<file path="config.mk">
export PLATFORM = sky130hd
export DESIGN_NAME = axi_lite_slave_adapter
export DESIGN_NICKNAME = d
export VERILOG_FILES = /design/src/rtl/axi_lite_slave_adapter.sv
export SDC_FILE = /design/constraint.sdc
export NUM_CORES = 1
export LEC_CHECK = 0
export CORE_UTILIZATION = 40
export DETAILED_ROUTE_END_ITERATION = 8
export GPL_ROUTABILITY_DRIVEN = 0
export PLACE_DENSITY = 0.81
export SYNTH_ARGS = -nofsm -noshare
export SYNTH_HDL_FRONTEND = slang
export SYNTH_SLANG_ARGS = --single-unit
export TNS_END_PERCENT = 50
</file>
<file path="constraint.sdc">
create_clock -name clk -period 2.3 [get_ports clk]
set_input_delay 0.345 -clock clk [delete_from_list [all_inputs] [get_ports clk]]
set_output_delay 0.345 -clock clk [all_outputs]
set_load 0.02 [all_outputs]
</file>
<file path="src/rtl/axi_lite_slave_adapter.sv">
// ---------------------------------------------------------------------------
// axi_lite_slave_adapter
//
// AXI4-Lite slave front end for the lane-detection core. It turns the five
// AXI4-Lite channels into the core's single-cycle write strobe and its
// latency-aware read port. The read and write paths are independent FSMs, so
// one read and one write may be in flight at the same time.
//
// Parameters
//   AXI_ADDR_WIDTH : byte address width. Addresses pass through unchanged.
//   RD_LATENCY     : clk cycles from axi_rd_en until axi_rd_data is valid
//                    (0..3).
//
// Ports
//   clk, rst_n                      clock, asynchronous active-low reset
//   s_aw*/s_w*/s_b*                 AXI4-Lite write address/data/response
//   s_ar*/s_r*                      AXI4-Lite read address/data
//   axi_wr_en/addr/data/strobe      single-cycle write strobe to the core
//   axi_rd_en/addr                  single-cycle read enable and held address
//   axi_rd_data                     core read data. It is combinational on
//                                   axi_rd_addr, with a registered RAM behind it.
// ---------------------------------------------------------------------------
module axi_lite_slave_adapter #(
    parameter int unsigned AXI_ADDR_WIDTH = 20,
    parameter int unsigned RD_LATENCY     = 1
) (
    input  logic                      clk,
    input  logic                      rst_n,
    // write address channel
    input  logic [AXI_ADDR_WIDTH-1:0] s_awaddr,
    input  logic                      s_awvalid,
    output logic                      s_awready,
    // write data channel
    input  logic [31:0]               s_wdata,
    input  logic [3:0]                s_wstrb,
    input  logic                      s_wvalid,
    output logic                      s_wready,
    // write response channel
    output logic [1:0]                s_bresp,
    output logic                      s_bvalid,
    input  logic                      s_bready,
    // read address channel
    input  logic [AXI_ADDR_WIDTH-1:0] s_araddr,
    input  logic                      s_arvalid,
    output logic                      s_arready,
    // read data channel
    output logic [31:0]               s_rdata,
    output logic [1:0]                s_rresp,
    output logic                      s_rvalid,
    input  logic                      s_rready,
    // core side
    output logic                      axi_wr_en,
    output logic [AXI_ADDR_WIDTH-1:0] axi_wr_addr,
    output logic [31:0]               axi_wr_data,
    output logic [3:0]                axi_wr_strobe,
    output logic                      axi_rd_en,
    output logic [AXI_ADDR_WIDTH-1:0] axi_rd_addr,
    input  logic [31:0]               axi_rd_data
);

    typedef enum logic [1:0] {
        W_IDLE  = 2'd0,
        W_ISSUE = 2'd1,
        W_RESP  = 2'd2
    } w_state_e;

    typedef enum logic [1:0] {
        R_IDLE = 2'd0,
        R_WAIT = 2'd1,
        R_RESP = 2'd2
    } r_state_e;

    localparam logic [1:0] RD_LAT = 2'(RD_LATENCY);

    // The core never signals an error, so both responses are always OKAY.
    assign s_bresp = 2'b00;
    assign s_rresp = 2'b00;

    // =======================================================================
    // Write path
    // =======================================================================
    w_state_e                  w_state_q, w_state_d;
    logic                      aw_captured_q, aw_captured_d;
    logic                      w_captured_q, w_captured_d;
    logic [AXI_ADDR_WIDTH-1:0] wr_addr_q;
    logic [31:0]               wr_data_q;
    logic [3:0]                wr_strb_q;
    logic                      aw_hs, w_hs;

    assign aw_hs = s_awvalid & s_awready;
    assign w_hs  = s_wvalid  & s_wready;

    // State register
    // NOTE: sequential state uses non-blocking assignments only. Every flop
    // then samples pre-edge values, whatever order the processes run in.
    always_ff @(posedge clk or negedge rst_n) begin
        if (!rst_n) begin
            w_state_q     <= W_IDLE;
            aw_captured_q <= 1'b0;
            w_captured_q  <= 1'b0;
        end else begin
            w_state_q     <= w_state_d;
            aw_captured_q <= aw_captured_d;
            w_captured_q  <= w_captured_d;
        end
    end

    // Next-state logic. AW and W may arrive in either order or together.
    // The handshakes of the current cycle count towards "both captured".
    // NOTE: every variable gets a default before the case. A path that skips
    // the assignment would otherwise infer a latch.
    always_comb begin
        w_state_d     = w_state_q;
        aw_captured_d = aw_captured_q;
        w_captured_d  = w_captured_q;
        unique case (w_state_q)
            W_IDLE: begin
                if (aw_hs) aw_captured_d = 1'b1;
                if (w_hs)  w_captured_d  = 1'b1;
                if (aw_captured_d && w_captured_d) w_state_d = W_ISSUE;
            end
            W_ISSUE: begin
                aw_captured_d = 1'b0;
                w_captured_d  = 1'b0;
                w_state_d     = W_RESP;
            end
            W_RESP: begin
                if (s_bready) w_state_d = W_IDLE;
            end
            default: w_state_d = W_IDLE;
        endcase
    end

    // Output logic. The ready signals stay low from capture until the B handshake.
    always_comb begin
        s_awready = 1'b0;
        s_wready  = 1'b0;
        s_bvalid  = 1'b0;
        axi_wr_en = 1'b0;
        unique case (w_state_q)
            W_IDLE: begin
                s_awready = ~aw_captured_q;
                s_wready  = ~w_captured_q;
            end
            W_ISSUE: axi_wr_en = 1'b1;
            W_RESP:  s_bvalid  = 1'b1;
            default: ;
        endcase
    end

    // Write datapath. It only loads on a handshake, so the fields stay
    // stable through W_ISSUE.
    // NOTE: these datapath registers are reset on purpose. The core-side
    // buses must read 0 as soon as rst_n falls.
    always_ff @(posedge clk or negedge rst_n) begin
        if (!rst_n) begin
            wr_addr_q <= '0;
            wr_data_q <= '0;
            wr_strb_q <= '0;
        end else begin
            if (aw_hs) wr_addr_q <= s_awaddr;
            if (w_hs) begin
                wr_data_q <= s_wdata;
                wr_strb_q <= s_wstrb;
            end
        end
    end

    assign axi_wr_addr   = wr_addr_q;
    assign axi_wr_data   = wr_data_q;
    assign axi_wr_strobe = wr_strb_q;

    // =======================================================================
    // Read path
    // =======================================================================
    r_state_e                  r_state_q, r_state_d;
    logic [1:0]                lat_cnt_q, lat_cnt_d;
    logic [AXI_ADDR_WIDTH-1:0] rd_addr_q;
    logic [31:0]               rdata_q;
    logic                      ar_hs;
    logic                      rd_capture;

    assign ar_hs = s_arvalid & s_arready;

    // The core's data is valid once the counter reaches RD_LATENCY.
    // With RD_LATENCY = 0, capture happens at the end of the rd_en cycle.
    assign rd_capture = (r_state_q == R_WAIT) && (lat_cnt_q == RD_LAT);

    // State register
    always_ff @(posedge clk or negedge rst_n) begin
        if (!rst_n) begin
            r_state_q <= R_IDLE;
            lat_cnt_q <= 2'd0;
        end else begin
            r_state_q <= r_state_d;
            lat_cnt_q <= lat_cnt_d;
        end
    end

    // Next-state logic
    always_comb begin
        r_state_d = r_state_q;
        lat_cnt_d = lat_cnt_q;
        unique case (r_state_q)
            R_IDLE: begin
                if (ar_hs) begin
                    r_state_d = R_WAIT;
                    lat_cnt_d = 2'd0;
                end
            end
            R_WAIT: begin
                lat_cnt_d = lat_cnt_q + 2'd1;
                if (rd_capture) r_state_d = R_RESP;
            end
            R_RESP: begin
                if (s_rready) r_state_d = R_IDLE;
            end
            default: r_state_d = R_IDLE;
        endcase
    end

    // Output logic. rd_en is high only in the first R_WAIT cycle.
    always_comb begin
        s_arready = 1'b0;
        s_rvalid  = 1'b0;
        axi_rd_en = 1'b0;
        unique case (r_state_q)
            R_IDLE:  s_arready = 1'b1;
            R_WAIT:  axi_rd_en = (lat_cnt_q == 2'd0);
            R_RESP:  s_rvalid  = 1'b1;
            default: ;
        endcase
    end

    // Read datapath. rd_addr_q only moves on an AR handshake. The core's
    // combinational output mux therefore sees a stable address from rd_en
    // through the capture edge.
    always_ff @(posedge clk or negedge rst_n) begin
        if (!rst_n) begin
            rd_addr_q <= '0;
            rdata_q   <= '0;
        end else begin
            if (ar_hs)      rd_addr_q <= s_araddr;
            if (rd_capture) rdata_q   <= axi_rd_data;
        end
    end

    assign axi_rd_addr = rd_addr_q;
    assign s_rdata     = rdata_q;

endmodule

</file>
==> results.md <==
* Site Rows at 38
* Fmax at about 460 MHz
* Leakage at between 3 and 4 nW
* Vias per cell at roughly 4.7
* First-pass GRT wire length at between 15000 and 20000 µm
* Largest net degree at the start of global routing at 62
* Max-cap viol count at 0
* Delay-heaviest family, CP: buffers and inverters
* Share of layout cells above drive strength 1 at 0.278
* Total track usage at 0.188
* Max FO, Critical Path at 7
* Routed len/inst at about 16 µm
* Port bufs at 229
* Top cell type's share of synthesized area at 0.636
* TritonRoute pass-1 iters at 4
* Area Growth Syn to Fin at 65.9%
* Compound-Gate Fraction of Synth Area at 0.0110
* VDD IR max at approximately 860 µV
* CTS sink count at roughly 120
* Final #Nets at between 600 and 700
* Initial antenna violation count at 0
* Fin area at around 7600 µm²
* Synth area leader: dfrtp_1
* Setup crit end kind: primary output
* Vias at between 3000 and 4000
* CTS root buffer: clkbuf_16
* Largest family of logic cells by synthesized area: multiplexers
* Filler cells at approximately 810
* Placed Area at 7010 µm²
* Peak per-stage delay on the critical path at approximately 0.62 ns
* Post-CTS Resized at 0
* Cells after Synth at around 270
* DIE HEIGHT at approximately 110 µm
* PnR Total Power at between 10 and 15 mW
* Synth async-reset ratio at 1.00
* Post-synth EDFFs at 0
* Yosys cell types at 25
* Vias in the first global route at ~3300
* Leading post-synthesis cells by cell area: dfrtp_1 64%, mux2_2 19%, mux2_4 9.9%
* Setup Buffers After CTS at 0
* HPWL Detailed at about 8000 µm
* CP required at between 1.5 and 2 ns
* Setup tns final at 0 ns
* DRC at 0
* Full die area at around 12000 µm²
* Worst Hold Class: input port to async pin
* Final Skew at between 0.009 and 0.01 ns
* RSZ-0062 raised after global routing: false
* Crit Path Category: register to primary output
* # IOs at approximately 230
* Core area at roughly 11000 µm²
* Antenna viol nets, final at 0
* Buf/Inv on CP at 1
* Xor/xnor share of the synthesized area at 0
* Status: completed
* Final setup fails at 0
* Cell Pwr Density at ~1600 nW/µm²
* CTS tree: built
* Post-Synth Adder-Cell Area at 0.00548
* Final Hold Viols at 0
* Post-Syn Area at 4570 µm²
* Post-CTS Hold Buffers at 1
* Post-synth top cells: 116 x dfrtp_1, 79 x mux2_2, 30 x mux2_4
* CTS max path bufs at 2
* Final slew viol count at 0
* Simple-gate portion of the synthesized area at 0.0247
* Mux share of post-synthesis cell area at 0.293
* Critical Path, Cell by Cell: nor2b_1 -> and2_1 -> clkdlybuf4s50_1
* Register area at ~2900 µm²
* Seq cells post-synth at between 100 and 150
* CP max stage cell: clkdlybuf4s50_1
* Multi-input gate area at around 1600 µm²
* Initial DRC Count at 68
* Tcrit/Tclk final at 0.953
* Top FF cell, synth: dfrtp_1
* Syn Area/Cell at roughly 17 µm²
* H-tree lvl count at 4
* Setup crit start kind: register
* Min Tclk post-route at 2.19 ns
* GRT Residual Overflow at 0
* Wirelength, routed at between 10000 and 15000 µm
* Diode count at 0
* Clk pin slew, worst setup/hold paths at about 0.05 ns
* Top-count cell post-synth: dfrtp_1
* Sequential share of the synthesized area at 0.636
* Clock latency on the worst-skew pair at roughly 0.40 ns
* Num CTS Buffers at 17
* Arrival @ worst endpoint at roughly 1.9 ns
* Syn. warnings at 0
* Initial core utilization at 0.416
* Die W at 109 µm
## cells in the final DEF, fill, tap and decap left out, drive strengths merged
master	n
nor4b	2
dfrtp	116
and2	1
o21bai	1
dlygate4sd3	1
o21ai	1
and2b	2
buf	7
mux2	109
o22ai	1
clkdlybuf4s50	228
inv	6
clkbuf	24
ha	2
clkinv	4
a21oi	3
nor3b	1
nand3b	1
nor2	1
nand2b	3
nor3	3
a22o	1
conb	4
bufinv	1
a21o	1
nor2b	1
## layer usage
metal / part of all wire / GRT usage / vias to the layer above
met5: 0 / 0 / -
li1: - / - / 1432
met2: 0.50 / 0.319 / 154
met3: 0.095 / 0.0837 / 8
met4: 0.0088 / 0.0647 / 0
met1: 0.39 / 0.208 / 1521
## through the flow
stage	setup slack, ns	util	std cells	hold slack [ns]
floorplan	0.639	-	275	0.0494
global placement	0.406	0.639	635	0.340
detailed placement	0.368	0.639	635	0.335
CTS	0.0965	0.690	665	0.463
global route	0.0398	0.690	665	0.506
finish	0.109	0.690	665	0.459
## sequential cells by signal (all words and copies together), names as in the netlist
signal,count
lat_cnt_q,2
axi_wr_strobe,4
s_rdata,32
aw_captured_q,1
r_state_q,2
w_captured_q,1
axi_rd_addr,20
axi_wr_data,32
axi_wr_addr,20
w_state_q,2
## logic make-up (layout without fill, tap and decap cells)
| group | Yosys count | in the layout |
|---|---|---|
| compound gates | 8 | 8 |
| fa+ha+maj | 2 | 2 |
| buf+inv | 21 | 271 |
| flops | 116 | 116 |
| mux | 109 | 109 |
| other cells | 1 | 4 |
| simple gates | 15 | 15 |
## where the power goes
part           switching, mW  leakage (nW)  internal, mW
Sequential             0.633          1.37          3.10
Clock                  0.821         0.278          1.60
Combinational           2.48          1.58          3.18
Total                   3.93          3.23          7.89
## final timing paths
path / end / cells past startpoint / slack [ns] / from
worst max-delay path: axi_rd_en / 3 / 0.11 / r_state_q[0]
worst min-delay path: s_rdata[5] / 2 / 0.46 / rst_n
max in group asynchronous: w_captured_q / 3 / 1.14 / rst_n
worst min register to register: s_rdata[6] / 1 / 0.50 / s_rdata[6]
worst max register to register: s_rdata[21] / 4 / 0.67 / lat_cnt_q[0]
min in group clk: s_rdata[6] / 1 / 0.50 / s_rdata[6]
## area by class of cell
class                   count  share of cell area
clock buffers              24              0.0662
clock inverters             5             0.00661
inverters                   6             0.00297
multi-input cells         138               0.205
flip-flops and latches    116               0.383
well taps                 140              0.0231
repair buffers            236               0.313
Note: power is estimated with default switching activity, not from simulation.
